### src/rtl/alu_pkg.sv
// Shared opcode/function codes, FSM state encoding and constants for the sequential ALU.
package alu_pkg;

    localparam logic [1:0] OP_ARITH = 2'd0;
    localparam logic [1:0] OP_CMP   = 2'd1;
    localparam logic [1:0] OP_LOGIC = 2'd2;
    localparam logic [1:0] OP_SHIFT = 2'd3;

    localparam logic [1:0] FN_SLT = 2'b10;
    localparam logic [1:0] FN_MV  = 2'b11;
    localparam logic [1:0] FN_ORR = 2'b00;
    localparam logic [1:0] FN_SUB = 2'b01;
    localparam logic [1:0] FN_SLL = 2'b00;
    localparam logic [1:0] FN_SRL = 2'b01;

    // Value MV produces for its special immediate code, sign-extended by the user.
    localparam int MV_NEG_VAL = -7;

    typedef enum logic {
        ST_IDLE  = 1'b0,
        ST_SHIFT = 1'b1
    } state_t;

endpackage

### src/rtl/alu_shift_unit.sv
// Iterative one-bit-per-cycle shifter: down-counts the shift amount and flags the final step.
module alu_shift_unit #(
    parameter int WIDTH = 8,
    parameter int CNT_W = 3
) (
    input  logic             clk,
    input  logic             rst_n,
    input  logic             start,
    input  logic             active,
    input  logic             dir,
    input  logic [WIDTH-1:0] data_in,
    input  logic [CNT_W-1:0] amount,
    output logic             done,
    output logic [WIDTH-1:0] result
);

    logic [WIDTH-1:0] work_q, work_d;
    logic [CNT_W-1:0] cnt_q, cnt_d;
    logic             dir_q, dir_d;
    logic [WIDTH-1:0] shifted;

    always_comb begin
        shifted = dir_q ? (work_q >> 1) : (work_q << 1);
        // The last step is the one whose shifted value goes straight to the output register.
        done    = active && (cnt_q == CNT_W'(1));
        result  = shifted;
        work_d  = work_q;
        cnt_d   = cnt_q;
        dir_d   = dir_q;
        if (start) begin
            work_d = data_in;
            cnt_d  = amount;
            dir_d  = dir;
        end else if (active) begin
            work_d = shifted;
            cnt_d  = cnt_q - CNT_W'(1);
        end
    end

    always_ff @(posedge clk or negedge rst_n) begin
        if (!rst_n) begin
            work_q <= '0;
            cnt_q  <= '0;
            dir_q  <= 1'b0;
        end else begin
            work_q <= work_d;
            cnt_q  <= cnt_d;
            dir_q  <= dir_d;
        end
    end

endmodule

### src/rtl/alu_seq.sv
// Handshaked ALU: single-cycle decode/datapath, iterative shifts, registered result and flags.
module alu_seq
    import alu_pkg::*;
#(
    parameter int WIDTH       = 8,
    parameter int IMM_W       = 3,
    parameter int MV_NEG_CODE = 2
) (
    input  logic             Clk,
    input  logic             Reset_n,
    input  logic             InValid,
    output logic             InReady,
    input  logic [WIDTH-1:0] InputA,
    input  logic [WIDTH-1:0] InputB,
    input  logic [IMM_W-1:0] Immediate,
    input  logic [1:0]       OP,
    input  logic [1:0]       Function,
    output logic             OutValid,
    input  logic             OutReady,
    output logic [WIDTH-1:0] Out,
    output logic             Zero,
    output logic             Negative,
    output logic             Carry,
    output logic             Illegal,
    output logic             Busy
);

    localparam int               CNT_W   = $clog2(WIDTH);
    localparam logic [WIDTH-1:0] W_LIMIT = WIDTH'(WIDTH);
    localparam logic [WIDTH-1:0] MV_NEG  = WIDTH'(MV_NEG_VAL);
    localparam logic [IMM_W-1:0] MV_CODE = IMM_W'(MV_NEG_CODE);

    state_t           state_q, state_d;
    logic             out_valid_q, out_valid_d;
    logic [WIDTH-1:0] out_q, out_d;
    logic             zero_q, zero_d;
    logic             neg_q, neg_d;
    logic             carry_q, carry_d;
    logic             illegal_q, illegal_d;

    logic             accept, load, sh_start, sh_done;
    logic [WIDTH-1:0] sh_result;
    logic             dec_shift, dec_dir, dec_carry, dec_illegal, slt;
    logic [WIDTH-1:0] dec_res, load_res;
    logic [WIDTH:0]   sum_add, sum_sub;

    always_comb begin
        sum_add     = {1'b0, InputA} + {1'b0, InputB};
        // Carry out of A + ~B + 1 is the "no borrow" flag.
        sum_sub     = {1'b0, InputA} + {1'b0, ~InputB} + {{WIDTH{1'b0}}, 1'b1};
        slt         = $signed(InputA) < $signed(InputB);
        dec_res     = '0;
        dec_carry   = 1'b0;
        dec_illegal = 1'b0;
        dec_shift   = 1'b0;
        dec_dir     = 1'b0;
        case (OP)
            OP_ARITH: begin
                if (Function[0]) begin
                    dec_res   = sum_sub[WIDTH-1:0];
                    dec_carry = sum_sub[WIDTH];
                end else begin
                    dec_res   = sum_add[WIDTH-1:0];
                    dec_carry = sum_add[WIDTH];
                end
            end
            OP_CMP: begin
                case (Function)
                    FN_SLT:  dec_res = {{(WIDTH-1){1'b0}}, slt};
                    FN_MV:   dec_res = (Immediate == MV_CODE) ? MV_NEG
                                       : {{(WIDTH-IMM_W){1'b0}}, Immediate};
                    default: dec_illegal = 1'b1;
                endcase
            end
            OP_LOGIC: begin
                case (Function)
                    FN_ORR: dec_res = InputA | InputB;
                    FN_SUB: begin
                        dec_res   = sum_sub[WIDTH-1:0];
                        dec_carry = sum_sub[WIDTH];
                    end
                    default: dec_illegal = 1'b1;
                endcase
            end
            default: begin
                if (Function == FN_SLL || Function == FN_SRL) begin
                    dec_dir = (Function == FN_SRL);
                    if (InputB == '0)            dec_res   = InputA;
                    else if (InputB >= W_LIMIT)  dec_res   = '0;
                    else                         dec_shift = 1'b1;
                end else begin
                    dec_illegal = 1'b1;
                end
            end
        endcase
    end

    always_comb begin
        InReady = (state_q == ST_IDLE) && (!out_valid_q || OutReady);
        Busy    = (state_q == ST_SHIFT);
    end

    assign accept   = InValid && InReady;
    assign sh_start = accept && dec_shift;
    assign load     = (accept && !dec_shift) || sh_done;

    always_comb begin
        state_d = state_q;
        case (state_q)
            ST_IDLE:  if (sh_start) state_d = ST_SHIFT;
            ST_SHIFT: if (sh_done)  state_d = ST_IDLE;
            default:  state_d = ST_IDLE;
        endcase
    end

    always_ff @(posedge Clk or negedge Reset_n) begin
        if (!Reset_n) state_q <= ST_IDLE;
        else          state_q <= state_d;
    end

    alu_shift_unit #(
        .WIDTH (WIDTH),
        .CNT_W (CNT_W)
    ) u_shift (
        .clk     (Clk),
        .rst_n   (Reset_n),
        .start   (sh_start),
        .active  (Busy),
        .dir     (dec_dir),
        .data_in (InputA),
        .amount  (InputB[CNT_W-1:0]),
        .done    (sh_done),
        .result  (sh_result)
    );

    always_comb begin
        load_res    = sh_done ? sh_result : dec_res;
        out_d       = out_q;
        zero_d      = zero_q;
        neg_d       = neg_q;
        carry_d     = carry_q;
        illegal_d   = illegal_q;
        out_valid_d = out_valid_q && !OutReady;
        if (load) begin
            out_valid_d = 1'b1;
            out_d       = load_res;
            zero_d      = (load_res == '0);
            neg_d       = load_res[WIDTH-1];
            carry_d     = sh_done ? 1'b0 : dec_carry;
            illegal_d   = sh_done ? 1'b0 : dec_illegal;
        end
    end

    always_ff @(posedge Clk or negedge Reset_n) begin
        if (!Reset_n) begin
            out_valid_q <= 1'b0;
            out_q       <= '0;
            zero_q      <= 1'b0;
            neg_q       <= 1'b0;
            carry_q     <= 1'b0;
            illegal_q   <= 1'b0;
        end else begin
            out_valid_q <= out_valid_d;
            out_q       <= out_d;
            zero_q      <= zero_d;
            neg_q       <= neg_d;
            carry_q     <= carry_d;
            illegal_q   <= illegal_d;
        end
    end

    assign OutValid = out_valid_q;
    assign Out      = out_q;
    assign Zero     = zero_q;
    assign Negative = neg_q;
    assign Carry    = carry_q;
    assign Illegal  = illegal_q;

endmodule

### config.mk
export PLATFORM = sky130hd
export DESIGN_NAME = alu_seq
export DESIGN_NICKNAME = d
export VERILOG_FILES = /design/src/rtl/alu_pkg.sv /design/src/rtl/alu_shift_unit.sv /design/src/rtl/alu_seq.sv
export SDC_FILE = /design/constraint.sdc
export NUM_CORES = 1
export LEC_CHECK = 0
export ABC_AREA = 1
export CELL_PAD_IN_SITES_DETAIL_PLACEMENT = 0
export CELL_PAD_IN_SITES_GLOBAL_PLACEMENT = 1
export CORE_MARGIN = 1.5
export CORE_UTILIZATION = 30
export CTS_BUF_LIST = sky130_fd_sc_hd__clkbuf_4 sky130_fd_sc_hd__clkbuf_8
export DETAILED_ROUTE_END_ITERATION = 16
export PLACE_DENSITY_LB_ADDON = 0.1
export SLEW_MARGIN = 0
export SYNTH_ARGS = -nofsm -noshare
export SYNTH_HDL_FRONTEND = slang
export SYNTH_SLANG_ARGS = --single-unit
### constraint.sdc
create_clock -name Clk -period 1.45 [get_ports Clk]
set_input_delay 0.435 -clock Clk [delete_from_list [all_inputs] [get_ports Clk]]
set_output_delay 0.435 -clock Clk [all_outputs]
set_load 0.1 [all_outputs]
==> results.txt <==
* Final estimated routing congestion in global placement: 0.8714
- When the netlist entered floorplanning its net count stood at 472.
- Shortest clock period the worst path allows after layout: 2.102 ns
- Syn. warnings: 0
- Part of the Yosys area used for sequential elements: 0.2378
* Slew at the pin with the worst max-slew slack: 0.3648 ns
- Total power for the finished layout comes to 4.207 mW.
- TritonCTS built the clock tree.
* Overflow left after global routing: 0
- The number of antenna diodes in the final layout is 0.
- Post-CTS Hold Buffers: 0
- Setup-violating endpoint count in the final report: 28
* Capture point of the critical path: Zero$_DFFE_PN0P_
- Input/output buffers: 41
- Post-route cell area: 5176 sq um
* Count of distinct cell types in the synthesized netlist: 33
* Core box area: 8341 sq um
- In the layout the commonest cells are 93 x sky130_fd_sc_hd__nand2_1, 81 x sky130_fd_sc_hd__buf_4, 39 x sky130_fd_sc_hd__buf_6, 36 x sky130_fd_sc_hd__inv_1, 23 x sky130_fd_sc_hd__nand3_1.
* GRT Util Overall: 0.2010
* Hold_ws: 0.4926 ns
- Unrepaired setup endpoints after global routing: true
- Detailed placement finished with a half-perimeter wire length of 7314 um.
- Final setup TNS: -5.947 ns
* FP Rows: 33
- Static power due to leakage: 2.514 nW
* Worst min-delay path startpoint: InputA[2]
- Worst hold-check path type: in2reg
* Critical path class: in2reg
* Mean number of vias per cell: 4.801
- In the final routed layout, each cell accounts on average for 14.41 um.
- The checks that failed: setup timing.
* Most common cell after layout, fill and taps aside: sky130_fd_sc_hd__nand2_1
- For this run, the share of the core covered by cells in the final layout is 0.6206.
* Total via count after detailed routing: 3226
* Die width: 96.66 um
- Root Buffer Master: sky130_fd_sc_hd__clkbuf_8
* Initial Util: 0.3155
* Number of cells on the worst reg-to-reg path: 13
* Worst-Skew Late Latency: 0.27 ns
* Maximum resistive drop on vdd: 0.0003788 V
* Grt met1 use: 0.2531
- Post-synthesis instance area: 2631 sq um
* Share of the clock period used by the worst path: 1.449
- Data on the critical path is required at its endpoint by 1.66 ns.
- The count of nets left with antenna violations once routing finished came out at 0.
- Routing usage on met2: 0.3706
- Synthesized area per cell: 6.310 sq um
* Clock transition at the register clock pins on the worst setup and hold paths after CTS: 0.09 ns
* Bufs on Longest Clock Path: 2
* Achievable clock frequency: 0.4758 GHz
* Number of pins exceeding their max-slew limit in the final report: 0
- Number of cells in the design after placement: 645
- The startpoint identified for the worst register-to-register timing path is OutValid$_DFF_PN0_.
- Data arrives at the worst endpoint at 2.31 ns.
- After layout, the worst setup slack is -0.6516 ns.
- Ratio of total power to cell area: 812.8 nW/um^2
- Number of clock buffers inserted by TritonCTS: 3
* Pre-CTS setup slack: -1.363 ns
* I/O pins: 42
- The via count of the first global-routing pass was 3247.
* Final Hold Fails: 0
- Most used routing layer: met2
- Layout Skew: 0.006697 ns
* Initial antenna violation count: 0
* Count of H-tree levels built during CTS: 1
* Number of stages on the worst hold path: 4
- Compared with the post-synthesis result, the final layout area differs by 96.72%.
- Across the run, the number of max-cap violations was 0.
* Crit path max fanout: 3
* Number of DRC markers after the initial detailed-route iteration: 96
- The run finished, with violations left.
* Crit. Startpoint: InputA[0]
- Share of final-layout standard cells stronger than drive strength 1: 0.5626
* Number of iterations in the first detailed-routing pass: 4
* DRC violations left: 0
- Clock net sink count: 25
- Capture instance of the worst register-to-register path: Zero$_DFFE_PN0P_
- Global-route wire length before repair: 15530 um
- For this run, global-route usage on met3 was measured as 0.01012.
* Die Y: 96.66 um
* Number of register bits inferred by synthesis: 25
- Critical Path Sink Type: register
* Relative max-transition margin: 0.7542
- Cell area reported after detailed placement: 4199 sq um
- The finished layout holds 672 standard cells, fillers aside.
- Summed over all layers, the routed wires come to 9686 um.
* Count of nets after finishing: 623
- FF-to-FF setup slack: -0.38 ns
- STA classifies the critical path startpoint as a primary input.
- Pin count of the biggest net entering global routing: 26
- Cells after Synth: 417
- The die covers 9342 sq um.
-- flip-flops by register name (all words and copies together) (netlist names) --
name	flops
u_shift.cnt_q	3
Carry	1
u_shift.work_q	8
Illegal	1
u_shift.dir_q	1
Busy	1
Zero	1
Out	8
OutValid	1
-- cell type report --
cell class | count | area, sq um
inverter | 69 | 324.1
sequential | 25 | 636.9
tap | 105 | 131.4
clock buffer | 4 | 48.80
multi-input combinational | 311 | 2431
fill | 745 | 3164
timing repair buffer | 158 | 1604
-- logic make-up after synthesis --
family	Yosys count	synth area share
simple gates	225	0.3657
fa+ha+maj	28	0.1388
compound gates	58	0.1365
buf+inv	81	0.1213
flops	25	0.2378
-- cell usage after synthesis --
library cell | number | area [sq um]
sky130_fd_sc_hd__o211ai_1 | 1 | 7.510
sky130_fd_sc_hd__nand3_2 | 1 | 10.01
sky130_fd_sc_hd__clkbuf_1 | 2 | 7.510
sky130_fd_sc_hd__nor3b_1 | 1 | 7.510
sky130_fd_sc_hd__a22o_1 | 1 | 8.760
sky130_fd_sc_hd__o2bb2ai_1 | 1 | 8.760
sky130_fd_sc_hd__o21ai_0 | 14 | 70.07
sky130_fd_sc_hd__nor2_2 | 2 | 12.51
sky130_fd_sc_hd__nand2_1 | 125 | 469.2
sky130_fd_sc_hd__nor3_2 | 1 | 10.01
sky130_fd_sc_hd__nand3_1 | 47 | 235.2
sky130_fd_sc_hd__a32o_1 | 1 | 10.01
sky130_fd_sc_hd__buf_4 | 1 | 7.510
sky130_fd_sc_hd__inv_1 | 56 | 210.2
sky130_fd_sc_hd__buf_2 | 9 | 45.04
sky130_fd_sc_hd__a21oi_2 | 1 | 8.760
sky130_fd_sc_hd__dfrtp_1 | 25 | 625.6
sky130_fd_sc_hd__or2_1 | 1 | 6.260
sky130_fd_sc_hd__a211oi_1 | 1 | 7.510
sky130_fd_sc_hd__nor2_1 | 35 | 131.4
sky130_fd_sc_hd__nand3b_1 | 2 | 15.01
sky130_fd_sc_hd__nor2_4 | 1 | 11.26
sky130_fd_sc_hd__o221ai_1 | 9 | 78.83
sky130_fd_sc_hd__o21a_1 | 1 | 7.510
sky130_fd_sc_hd__a21oi_1 | 16 | 80.08
sky130_fd_sc_hd__o21ai_1 | 11 | 55.05
sky130_fd_sc_hd__ha_1 | 26 | 325.3
sky130_fd_sc_hd__or2_2 | 1 | 6.260
sky130_fd_sc_hd__inv_2 | 13 | 48.80
sky130_fd_sc_hd__a21oi_4 | 1 | 16.27
sky130_fd_sc_hd__fa_1 | 2 | 40.04
sky130_fd_sc_hd__nor3_1 | 2 | 10.01
sky130_fd_sc_hd__nand4_1 | 6 | 37.54
-- power by group --
part / total [mW] / switching (mW) / internal [mW]
clock: 0.440 / 0.224 / 0.215
combinational: 2.78 / 1.57 / 1.21
sequential: 0.991 / 0.128 / 0.863
-- layer usage --
metal	vias to the layer above	share of wire	wire, um
li1	1643	-	-
met2	50	0.53	5087
met4	0	0.015	145
met5	-	0	0
met3	12	0.023	220
met1	1521	0.44	4233
-- worst min path at each step --
stage	end	slack, ns
floorplan	Carry$_DFFE_PN0P_	0.14
global placement	u_shift.work_q[0]$_DFFE_PN0P_	0.50
detailed placement	Zero$_DFFE_PN0P_	0.53
CTS	u_shift.work_q[6]$_DFFE_PN0P_	0.50
global route	u_shift.work_q[2]$_DFFE_PN0P_	0.50
finish	u_shift.work_q[2]$_DFFE_PN0P_	0.49
-- critical path, cell delays in order --
cell and delay (ns):
sky130_fd_sc_hd__buf_12 0.10, sky130_fd_sc_hd__inv_12 0.03, sky130_fd_sc_hd__ha_4 0.15, sky130_fd_sc_hd__inv_4 0.05
sky130_fd_sc_hd__fa_2 0.42, sky130_fd_sc_hd__or2_1 0.23, sky130_fd_sc_hd__nand3_1 0.08, sky130_fd_sc_hd__nand2_1 0.05
sky130_fd_sc_hd__nor2_1 0.09, sky130_fd_sc_hd__nand3_1 0.10, sky130_fd_sc_hd__nand2_1 0.11, sky130_fd_sc_hd__nand2_1 0.07
sky130_fd_sc_hd__nor2_1 0.09, sky130_fd_sc_hd__nand2_1 0.09, sky130_fd_sc_hd__nor2_1 0.10, sky130_fd_sc_hd__nand2_1 0.06
sky130_fd_sc_hd__nand2_1 0.05
-- what timing repair did --
| action | in CTS | in global routing |
|---|---|---|
| gates resized for setup | 170 | 126 |
| pin swaps | 55 | 41 |
| buffers inserted | 18 | 10 |
| setup endpoints to repair | 28 | 28 |
| cloned | 2 | 1 |
(Power assumes the default switching activity.)
